[src/rtl/riscv_lsu.sv]
// RISC-V load/store unit: computes base+offset, checks size/alignment, runs a
// single memory handshake with timeout, and returns aligned load data to the register file.
module riscv_lsu #(
  parameter int TIMEOUT = 64
) (
  input  logic        clk,
  input  logic        srst,
  input  logic        start,
  input  logic        is_store,
  input  logic [2:0]  funct3,
  input  logic [31:0] base,
  input  logic [31:0] offset,
  input  logic [31:0] store_data,
  input  logic [4:0]  rd,
  output logic        busy,
  output logic        done,
  output logic        fault,
  output logic        mem_req,
  output logic        mem_we,
  output logic [31:0] mem_addr,
  output logic [31:0] mem_wdata,
  output logic [3:0]  mem_wstrb,
  input  logic        mem_ack,
  input  logic [31:0] mem_rdata,
  output logic [4:0]  A3,
  output logic [31:0] WD3,
  output logic        WE3
);
  localparam int CW = $clog2(TIMEOUT + 1);

  typedef enum logic [1:0] {IDLE, ACCESS, WRITEBACK} state_t;

  state_t        state_q, state_d;
  logic [1:0]    addr_lo_q, addr_lo_d;
  logic [2:0]    funct3_q, funct3_d;
  logic          is_store_q, is_store_d;
  logic [4:0]    rd_q, rd_d;
  logic [31:0]   load_data_q, load_data_d;
  logic [CW-1:0] cnt_q, cnt_d;
  logic          done_q, done_d, fault_q, fault_d;
  logic          mem_req_q, mem_req_d, mem_we_q, mem_we_d;
  logic [31:0]   mem_addr_q, mem_addr_d, mem_wdata_q, mem_wdata_d;
  logic [3:0]    mem_wstrb_q, mem_wstrb_d;
  logic [4:0]    a3_q, a3_d;
  logic [31:0]   wd3_q, wd3_d;
  logic          we3_q, we3_d;

  logic [31:0]   req_addr_s, st_wdata_s, rd_shift_s, rd_aligned_s;
  logic [3:0]    st_strb_s;
  logic          legal_s, misalign_s;

  assign req_addr_s = base + offset;

  // Request decode: legality, alignment and store lane placement
  always_comb begin
    legal_s    = 1'b0;
    misalign_s = 1'b0;
    st_strb_s  = 4'b1111;
    st_wdata_s = store_data;
    case ({is_store, funct3})
      4'b0_000, 4'b0_001, 4'b0_010, 4'b0_100, 4'b0_101,
      4'b1_000, 4'b1_001, 4'b1_010: legal_s = 1'b1;
      default:                      legal_s = 1'b0;
    endcase
    case (funct3[1:0])
      2'b00: begin
        st_strb_s  = 4'b0001 << req_addr_s[1:0];
        st_wdata_s = {4{store_data[7:0]}};
      end
      2'b01: begin
        misalign_s = req_addr_s[0];
        st_strb_s  = req_addr_s[1] ? 4'b1100 : 4'b0011;
        st_wdata_s = {2{store_data[15:0]}};
      end
      2'b10:   misalign_s = |req_addr_s[1:0];
      default: misalign_s = 1'b0;
    endcase
  end

  // Load lane selection and sign/zero extension
  always_comb begin
    rd_shift_s = mem_rdata >> {addr_lo_q, 3'b000};
    case (funct3_q)
      3'b000:  rd_aligned_s = {{24{rd_shift_s[7]}}, rd_shift_s[7:0]};
      3'b001:  rd_aligned_s = {{16{rd_shift_s[15]}}, rd_shift_s[15:0]};
      3'b100:  rd_aligned_s = {24'h000000, rd_shift_s[7:0]};
      3'b101:  rd_aligned_s = {16'h0000, rd_shift_s[15:0]};
      default: rd_aligned_s = rd_shift_s;
    endcase
  end

  // Next-state and registered-output logic
  always_comb begin
    state_d     = state_q;
    addr_lo_d   = addr_lo_q;
    funct3_d    = funct3_q;
    is_store_d  = is_store_q;
    rd_d        = rd_q;
    load_data_d = load_data_q;
    cnt_d       = cnt_q;
    mem_req_d   = mem_req_q;
    mem_we_d    = mem_we_q;
    mem_addr_d  = mem_addr_q;
    mem_wdata_d = mem_wdata_q;
    mem_wstrb_d = mem_wstrb_q;
    done_d      = 1'b0;
    fault_d     = 1'b0;
    a3_d        = 5'd0;
    wd3_d       = 32'd0;
    we3_d       = 1'b0;
    case (state_q)
      IDLE: begin
        if (start) begin
          addr_lo_d  = req_addr_s[1:0];
          funct3_d   = funct3;
          is_store_d = is_store;
          rd_d       = rd;
          if (!legal_s || misalign_s) begin
            done_d  = 1'b1;
            fault_d = 1'b1;
          end else begin
            state_d     = ACCESS;
            cnt_d       = '0;
            mem_req_d   = 1'b1;
            mem_we_d    = is_store;
            mem_addr_d  = {req_addr_s[31:2], 2'b00};
            mem_wstrb_d = is_store ? st_strb_s : 4'b0000;
            mem_wdata_d = is_store ? st_wdata_s : 32'd0;
          end
        end else begin
          state_d = IDLE;
        end
      end
      ACCESS: begin
        // Any exit from ACCESS releases the whole memory interface at once
        if (mem_ack || (cnt_q == CW'(TIMEOUT - 1))) begin
          mem_req_d   = 1'b0;
          mem_we_d    = 1'b0;
          mem_addr_d  = 32'd0;
          mem_wdata_d = 32'd0;
          mem_wstrb_d = 4'b0000;
          cnt_d       = '0;
          if (!mem_ack) begin
            state_d = IDLE;
            done_d  = 1'b1;
            fault_d = 1'b1;
          end else if (is_store_q) begin
            state_d = IDLE;
            done_d  = 1'b1;
          end else begin
            state_d     = WRITEBACK;
            load_data_d = rd_aligned_s;
          end
        end else begin
          cnt_d = cnt_q + CW'(1);
        end
      end
      WRITEBACK: begin
        state_d = IDLE;
        done_d  = 1'b1;
        a3_d    = rd_q;
        wd3_d   = load_data_q;
        we3_d   = (rd_q != 5'd0);
      end
      default: state_d = IDLE;
    endcase
  end

  // State and output registers
  always_ff @(posedge clk) begin
    if (srst) begin
      state_q     <= IDLE;
      addr_lo_q   <= 2'b00;
      funct3_q    <= 3'b000;
      is_store_q  <= 1'b0;
      rd_q        <= 5'd0;
      load_data_q <= 32'd0;
      cnt_q       <= '0;
      done_q      <= 1'b0;
      fault_q     <= 1'b0;
      mem_req_q   <= 1'b0;
      mem_we_q    <= 1'b0;
      mem_addr_q  <= 32'd0;
      mem_wdata_q <= 32'd0;
      mem_wstrb_q <= 4'b0000;
      a3_q        <= 5'd0;
      wd3_q       <= 32'd0;
      we3_q       <= 1'b0;
    end else begin
      state_q     <= state_d;
      addr_lo_q   <= addr_lo_d;
      funct3_q    <= funct3_d;
      is_store_q  <= is_store_d;
      rd_q        <= rd_d;
      load_data_q <= load_data_d;
      cnt_q       <= cnt_d;
      done_q      <= done_d;
      fault_q     <= fault_d;
      mem_req_q   <= mem_req_d;
      mem_we_q    <= mem_we_d;
      mem_addr_q  <= mem_addr_d;
      mem_wdata_q <= mem_wdata_d;
      mem_wstrb_q <= mem_wstrb_d;
      a3_q        <= a3_d;
      wd3_q       <= wd3_d;
      we3_q       <= we3_d;
    end
  end

  assign busy      = (state_q != IDLE);
  assign done      = done_q;
  assign fault     = fault_q;
  assign mem_req   = mem_req_q;
  assign mem_we    = mem_we_q;
  assign mem_addr  = mem_addr_q;
  assign mem_wdata = mem_wdata_q;
  assign mem_wstrb = mem_wstrb_q;
  assign A3        = a3_q;
  assign WD3       = wd3_q;
  assign WE3       = we3_q;
endmodule

[config.mk]
export PLATFORM = sky130hd
export DESIGN_NAME = riscv_lsu
export DESIGN_NICKNAME = d
export VERILOG_FILES = /design/src/rtl/riscv_lsu.sv
export SDC_FILE = /design/constraint.sdc
export NUM_CORES = 1
export LEC_CHECK = 0
export CAP_MARGIN = 20
export CELL_PAD_IN_SITES_DETAIL_PLACEMENT = 1
export CELL_PAD_IN_SITES_GLOBAL_PLACEMENT = 1
export CORE_AREA = 2 2 149 165
export DETAILED_ROUTE_END_ITERATION = 12
export DIE_AREA = 0 0 151 167
export MAX_ROUTING_LAYER = met4
export PLACE_DENSITY_LB_ADDON = 0.3
export SETUP_SLACK_MARGIN = 0.3
export SYNTH_ARGS = -nofsm -noshare
export SYNTH_HDL_FRONTEND = slang
export SYNTH_SLANG_ARGS = --single-unit
[constraint.sdc]
create_clock -name clk -period 3.9 [get_ports clk]
set_input_delay 0.975 -clock clk [delete_from_list [all_inputs] [get_ports clk]]
set_output_delay 0.975 -clock clk [all_outputs]
set_load 0.02 [all_outputs]
# Yosys cells after proc, flatten, opt, wreduce, memory -nomap -nowiden
# Memory sizes are Yosys's and may differ from the RTL's.
# Index checks and enable logic that the tools add are counted.
[classes] n_eq_ne=12 n_shift=2 n_reduce_logical=16 addsub=2 bitwise_logic=2 muxes=44
[op_table] op="$mux 32" n=6
[op_table] op="$pmux 32 s2" n=3
[op_table] op="$pmux 32 s4" n=1
[op_table] op="$add 32x32->32" n=1
[op_table] op="$shr 32x5->32" n=1
[op_table] op="$mux 7" n=3
[op_table] op="$mux 4" n=5
[op_table] op="$pmux 4 s2" n=2
[op_table] op="$pmux 7 s2" n=1
[op_table] op="$mux 1" n=12
[op_table] op="$mux 2" n=5
[op_table] op="$pmux 1 s2" n=4
[op_table] op="$reduce_and 4->1" n=2
[op_table] op="$add 7x1->7 const B" n=1
[op_table] op="$eq 7x6->1 const B" n=1
[op_table] op="$eq 3x3->1 const B" n=2
[op_table] op="$ne 2x2->1 const B" n=3
[op_table] op="$reduce_bool 5->1" n=1
[op_table] op="$eq 2x1->1 const B" n=2
[op_table] op="$eq 2x2->1 const B" n=2
[op_table] op="$logic_not 2->1" n=2
[op_table] op="$pmux 2 s2" n=1
[op_table] op="$reduce_and 2->1" n=2
[op_table] op="$reduce_bool 2->1" n=2
[op_table] op="other kinds (10)" n=13
[word_totals] n_memories=1 wordCells=96 in_bits=141 register_bits=162 mem_bits_ro=16 output_inout_bits=111
[memory_table] name="(no name shown)" words=16 width=1 rd=1 rd_clocked_by_memory_dff=0 write_ports=0 line="60" source="case ({is_store, funct3})"

# Longest topological paths before layout
[depth] ltp_word=7 ltp_mapped=13 mapped_depth_nobuf=11

# Worst setup path before layout
# OpenSTA, ideal clock, no wires.
[synth_timing] path_kind="input-to-reg" start="in offset[0]" end="reg mem_addr_q[26] (netlist: mem_addr[26])" setup_time_ps=117 required_ps=3783 n_path_buf=1 cell_stages=11 slack_ps=694 arrival_time_ps=3089 path_cell_list="ha_1 inv_1 fa_1 o21ai_0 a21o_1 nor3b_2 nor2_2 nor2_1 nor2_1 buf_2 a22o_1"
[synth_via] elab_chain_len=6 word_cells_on_any_way=9 cone_classes="add/sub: 1; eq/ne: 1; mux: 4; reduce/logical: 3"
[synth_lines] item="start, declared" line="12" source="input logic [31:0] offset,"
[synth_lines] item="$add 32x32->32 (*)" line="52" source="assign req_addr_s = base + offset;"
[synth_lines] item="$reduce_or 2->1" line="75" source="2'b10: misalign_s = |req_addr_s[1:0];"
[synth_lines] item="$pmux 1 s2" line="65" source="case (funct3[1:0])"
[synth_lines] item="$logic_or 1x1->1" line="118" source="if (!legal_s || misalign_s) begin"
[synth_lines] item="$ne 2x2->1 (no line)"
[synth_lines] item="$reduce_and 4->1 (no line)"
[synth_lines] item="end signal, assigned" line="201" source="mem_addr_q <= mem_addr_d;"
[synth_lines] item="end, declared" line="42" source="logic [31:0] mem_addr_q, mem_addr_d, mem_wdata_q, mem_wdata_d;"
# Mark *: on every way between the ends. The rest lies on a longest branch, timed or not. The select of a mux whose other input is x is not followed.
# A chain may end at the register's enable or synchronous reset.

# Worst setup path in the final report
[layout_timing] start="in offset[0]" end="reg mem_addr_q[30] (netlist: mem_addr[30])"
# Same word-level chain as after synthesis.

==> results.json <==
{
  "run_status": "finished, final reports clean",
  "worst-slew-pin-transition_ns": 0.7090,
  "period_minus_slack_ns": 3.472,
  "tritoncts": "built",
  "worstHoldPathType": "reg -> reg",
  "die_h_um": 167,
  "final.setup_skew_ns": 0.01001,
  "initialDrtViolationCount": 320,
  "insertedDiodeCount": 0,
  "grt_antenna_before_repair": 0,
  "place_hpwl_um": 19880,
  "path_max_fanout": 4,
  "mapped_avg_cell_area_um2": 8.396,
  "clkLatencyLatePin_ns": 0.42,
  "mostFrequentLayoutCell": "sky130_fd_sc_hd__clkdlybuf4s50_1",
  "netSwitchingPower_mw": 1.289,
  "power_frac_seq": 0.399,
  "routed_wirelength_um": 26130,
  "r2r_slack_ns": 1.42,
  "cts_sinks": 160,
  "die_w_um": 151,
  "worst_case_vdd_ir_drop_mv": 0.2321,
  "post_drt_wl_per_cell_um": 17.51,
  "post_syn_area_um2": 7893,
  "timing.final.hold_violations": 0,
  "place.port_buffers": 249,
  "power.clock.fraction": 0.380,
  "grt_setup_unrepaired": "false",
  "post_cts.repair.setup_buffers": 0,
  "gp_congestion": 0.8504,
  "grt_first_pass_wirelength_um": 40830,
  "mostFrequentLayoutCells": "sky130_fd_sc_hd__clkdlybuf4s50_1 (248), sky130_fd_sc_hd__dfxtp_1 (160), sky130_fd_sc_hd__nor2_1 (132)",
  "critical_path_required_ns": 4.22,
  "rows": 59,
  "layout-drive-gt1-share": 0.06824,
  "detail_route.drc_violations": 0,
  "clock_tree.htree_level_count": 4,
  "synth_seq_area_share": 0.4058,
  "timing.critical_path.arrival_ns": 3.79,
  "grt_pass1_vias": 7714,
  "clk_path_buf_depth": 2,
  "hold_buffers": 0,
  "cell_internal_pwr_mw": 3.077,
  "grt_max_degree": 64,
  "grt.total_usage": 0.2103,
  "layout_worst_path_cycle_share": 0.8902,
  "post_synthesis_cell_type_with_the_largest_combined_area": "sky130_fd_sc_hd__dfxtp_1",
  "utilization": 0.4824,
  "cts.root.buffer_cell": "sky130_fd_sc_hd__clkbuf_16",
  "comb_power_share": 0.221,
  "floorplan.initialDensity": 0.3362,
  "syn2layout_area_growth_pct": 43.47,
  "num_vias": 7663,
  "yosysUniqueCellTypes": 63,
  "post_cts.resized_instances": 0,
  "synth.top_cells.by_area": "sky130_fd_sc_hd__dfxtp_1 (41%), sky130_fd_sc_hd__nor2_1 (6.3%), sky130_fd_sc_hd__a21oi_1 (5.9%), sky130_fd_sc_hd__ha_1 (5.7%), sky130_fd_sc_hd__nand2_1 (4.4%)",
  "drtAntennaViolNets": 0,
  "p_total_mw": 4.367,
  "final-max-slew-violation-count": 0,
  "power_density_nw_per_um2": 385.6,
  "flip_flop_and_latch_count_after_synthesis": 160,
  "drt_pass1_iterations": 6,
  "final_nets": 1352,
  "ioPinCount": 252,
  "syn_inst": 940,
  "timing.max_slew.rel_slack": 0.5274,
  "max_clock_freq_ghz": 0.2880,
  "cts.reportedPaths.clkPinSlew_ns": 0.07,
  "synth-async-reset-ratio": 0,
  "crit_path_end_kind": "register",
  "power.leakage_nw": 4.379,
  "synth_flop_type": "sky130_fd_sc_hd__dfxtp_1",
  "synth.top_cell.area_share": 0.4058,
  "design.die.area_um2": 25220,
  "grt-ovfl-total": 0,
  "core_region_area_um2": 23480,
  "max_cap_viol_count": 0,
  "critPathLaunchType": "input pin",
  "synth-warning-count": 0,
  "synth_edf_count": 0,
  "timing.final.setup_violations": 0,
  "cts-buffers-inserted": 17,
  "critPathKind": "in -> reg",
  "swShare": 0.2953,
  "detail_route.vias_per_cell": 5.136
}
[state kept, by name, summed over array words and instances (netlist names), 2 cells and up]
| register | count |
|---|---|
| addr_lo_q | 2 |
| mem_wstrb | 4 |
| funct3_q | 3 |
| mem_wdata | 32 |
| load_data_q | 32 |
| state_q | 2 |
| mem_addr | 30 |
| rd_q | 5 |
| cnt_q | 7 |
| A3 | 5 |
| WD3 | 32 |
[Yosys cell counts (14+ instances only)]
master	count
sky130_fd_sc_hd__nand2_1	93
sky130_fd_sc_hd__a22oi_1	34
sky130_fd_sc_hd__xnor2_1	20
sky130_fd_sc_hd__clkbuf_1	42
sky130_fd_sc_hd__ha_1	36
sky130_fd_sc_hd__mux2i_1	29
sky130_fd_sc_hd__nor3_1	17
sky130_fd_sc_hd__nor2_1	132
sky130_fd_sc_hd__a22o_1	17
sky130_fd_sc_hd__dfxtp_1	160
sky130_fd_sc_hd__o21ai_0	32
sky130_fd_sc_hd__a211oi_1	19
sky130_fd_sc_hd__a21oi_1	93
sky130_fd_sc_hd__o211ai_1	14
sky130_fd_sc_hd__and2_1	38
sky130_fd_sc_hd__inv_1	14
[per-layer routing]
layer,share of wire,vias to the layer above,track usage
met3,0.041,48,0.03315
met4,0.029,0,0.07517
met2,0.50,226,0.3601
li1,-,3775,-
met1,0.43,3614,0.2479
met5,0,-,-
[cells by family after synthesis]
logic type               after synthesis  synth area share
flip-flops                           160            0.4058
other                                  1         0.0004751
adder cells (fa/ha/maj)               37           0.05961
AND/OR/NAND/NOR                      330            0.1896
XOR/XNOR                              28           0.03107
AO/OA/AOI/OAI                        272            0.2253
multiplexers                          37           0.04819
buffers and inverters                 75           0.03995
[final cells by class]
| type | count | area [µm²] |
|---|---|---|
| inverters | 14 | 52.55 |
| multi-input cells | 706 | 4399 |
| fillers | 2756 | 12150 |
| clock buffers | 19 | 442.9 |
| flip-flops and latches | 160 | 3203 |
| repair buffers | 275 | 2698 |
| clock inverters | 13 | 146.4 |
| well taps | 305 | 381.6 |
[power groups by stage]
stage | Combinational (mW) | Clock, mW | Sequential (mW)
3_3_place_gp | 0.948 | 0 | 1.78
3_5_place_dp | 0.962 | 0 | 1.78
5_1_grt | 1.05 | 1.77 | 1.75
4_1_cts | 0.970 | 1.71 | 1.74
2_1_floorplan | 0.514 | 0 | 1.81
6_report | 0.964 | 1.66 | 1.74
[worst paths after layout]
check                                            startpoint                      endpoint  cells after the start
worst max-delay path                              offset[0]     mem_addr[30]$_SDFFE_PP0P_                     12
worst min-delay path            load_data_q[5]$_SDFFE_PP0P_   load_data_q[5]$_SDFFE_PP0P_                      2
worst max register to register    addr_lo_q[1]$_SDFFE_PP0P_  load_data_q[17]$_SDFFE_PP0P_                      7
worst min register to register  load_data_q[5]$_SDFFE_PP0P_   load_data_q[5]$_SDFFE_PP0P_                      2
[per-stage QoR]
stage	area, µm²	hold WS, ns	instances	setup slack (ns)	TNS (ns)
after CTS	11320	0.4580	1491	0.3247	0
after floorplan	7896	0.4296	941	0.6941	0
after global routing	11320	0.4759	1492	0.3057	0
after global placement	10730	0.4365	1459	-0.0003491	-0.0006026
final	11320	0.4544	1492	0.4280	0
after detailed placement	10730	0.4460	1459	-0.08900	-1.232
[critical path, stage by stage]
cell and delay, ns:
sky130_fd_sc_hd__clkdlybuf4s50_1 0.46, sky130_fd_sc_hd__ha_1 0.20, sky130_fd_sc_hd__inv_1 0.07, sky130_fd_sc_hd__fa_1 0.38, sky130_fd_sc_hd__nand2b_1 0.19, sky130_fd_sc_hd__a21oi_1 0.23, sky130_fd_sc_hd__o211ai_1 0.21, sky130_fd_sc_hd__o21ai_1 0.32
sky130_fd_sc_hd__a21oi_1 0.22, sky130_fd_sc_hd__o21ai_0 0.23, sky130_fd_sc_hd__xor2_1 0.09, sky130_fd_sc_hd__a22o_1 0.20
No activity file was read; power rests on OpenSTA's default activity.
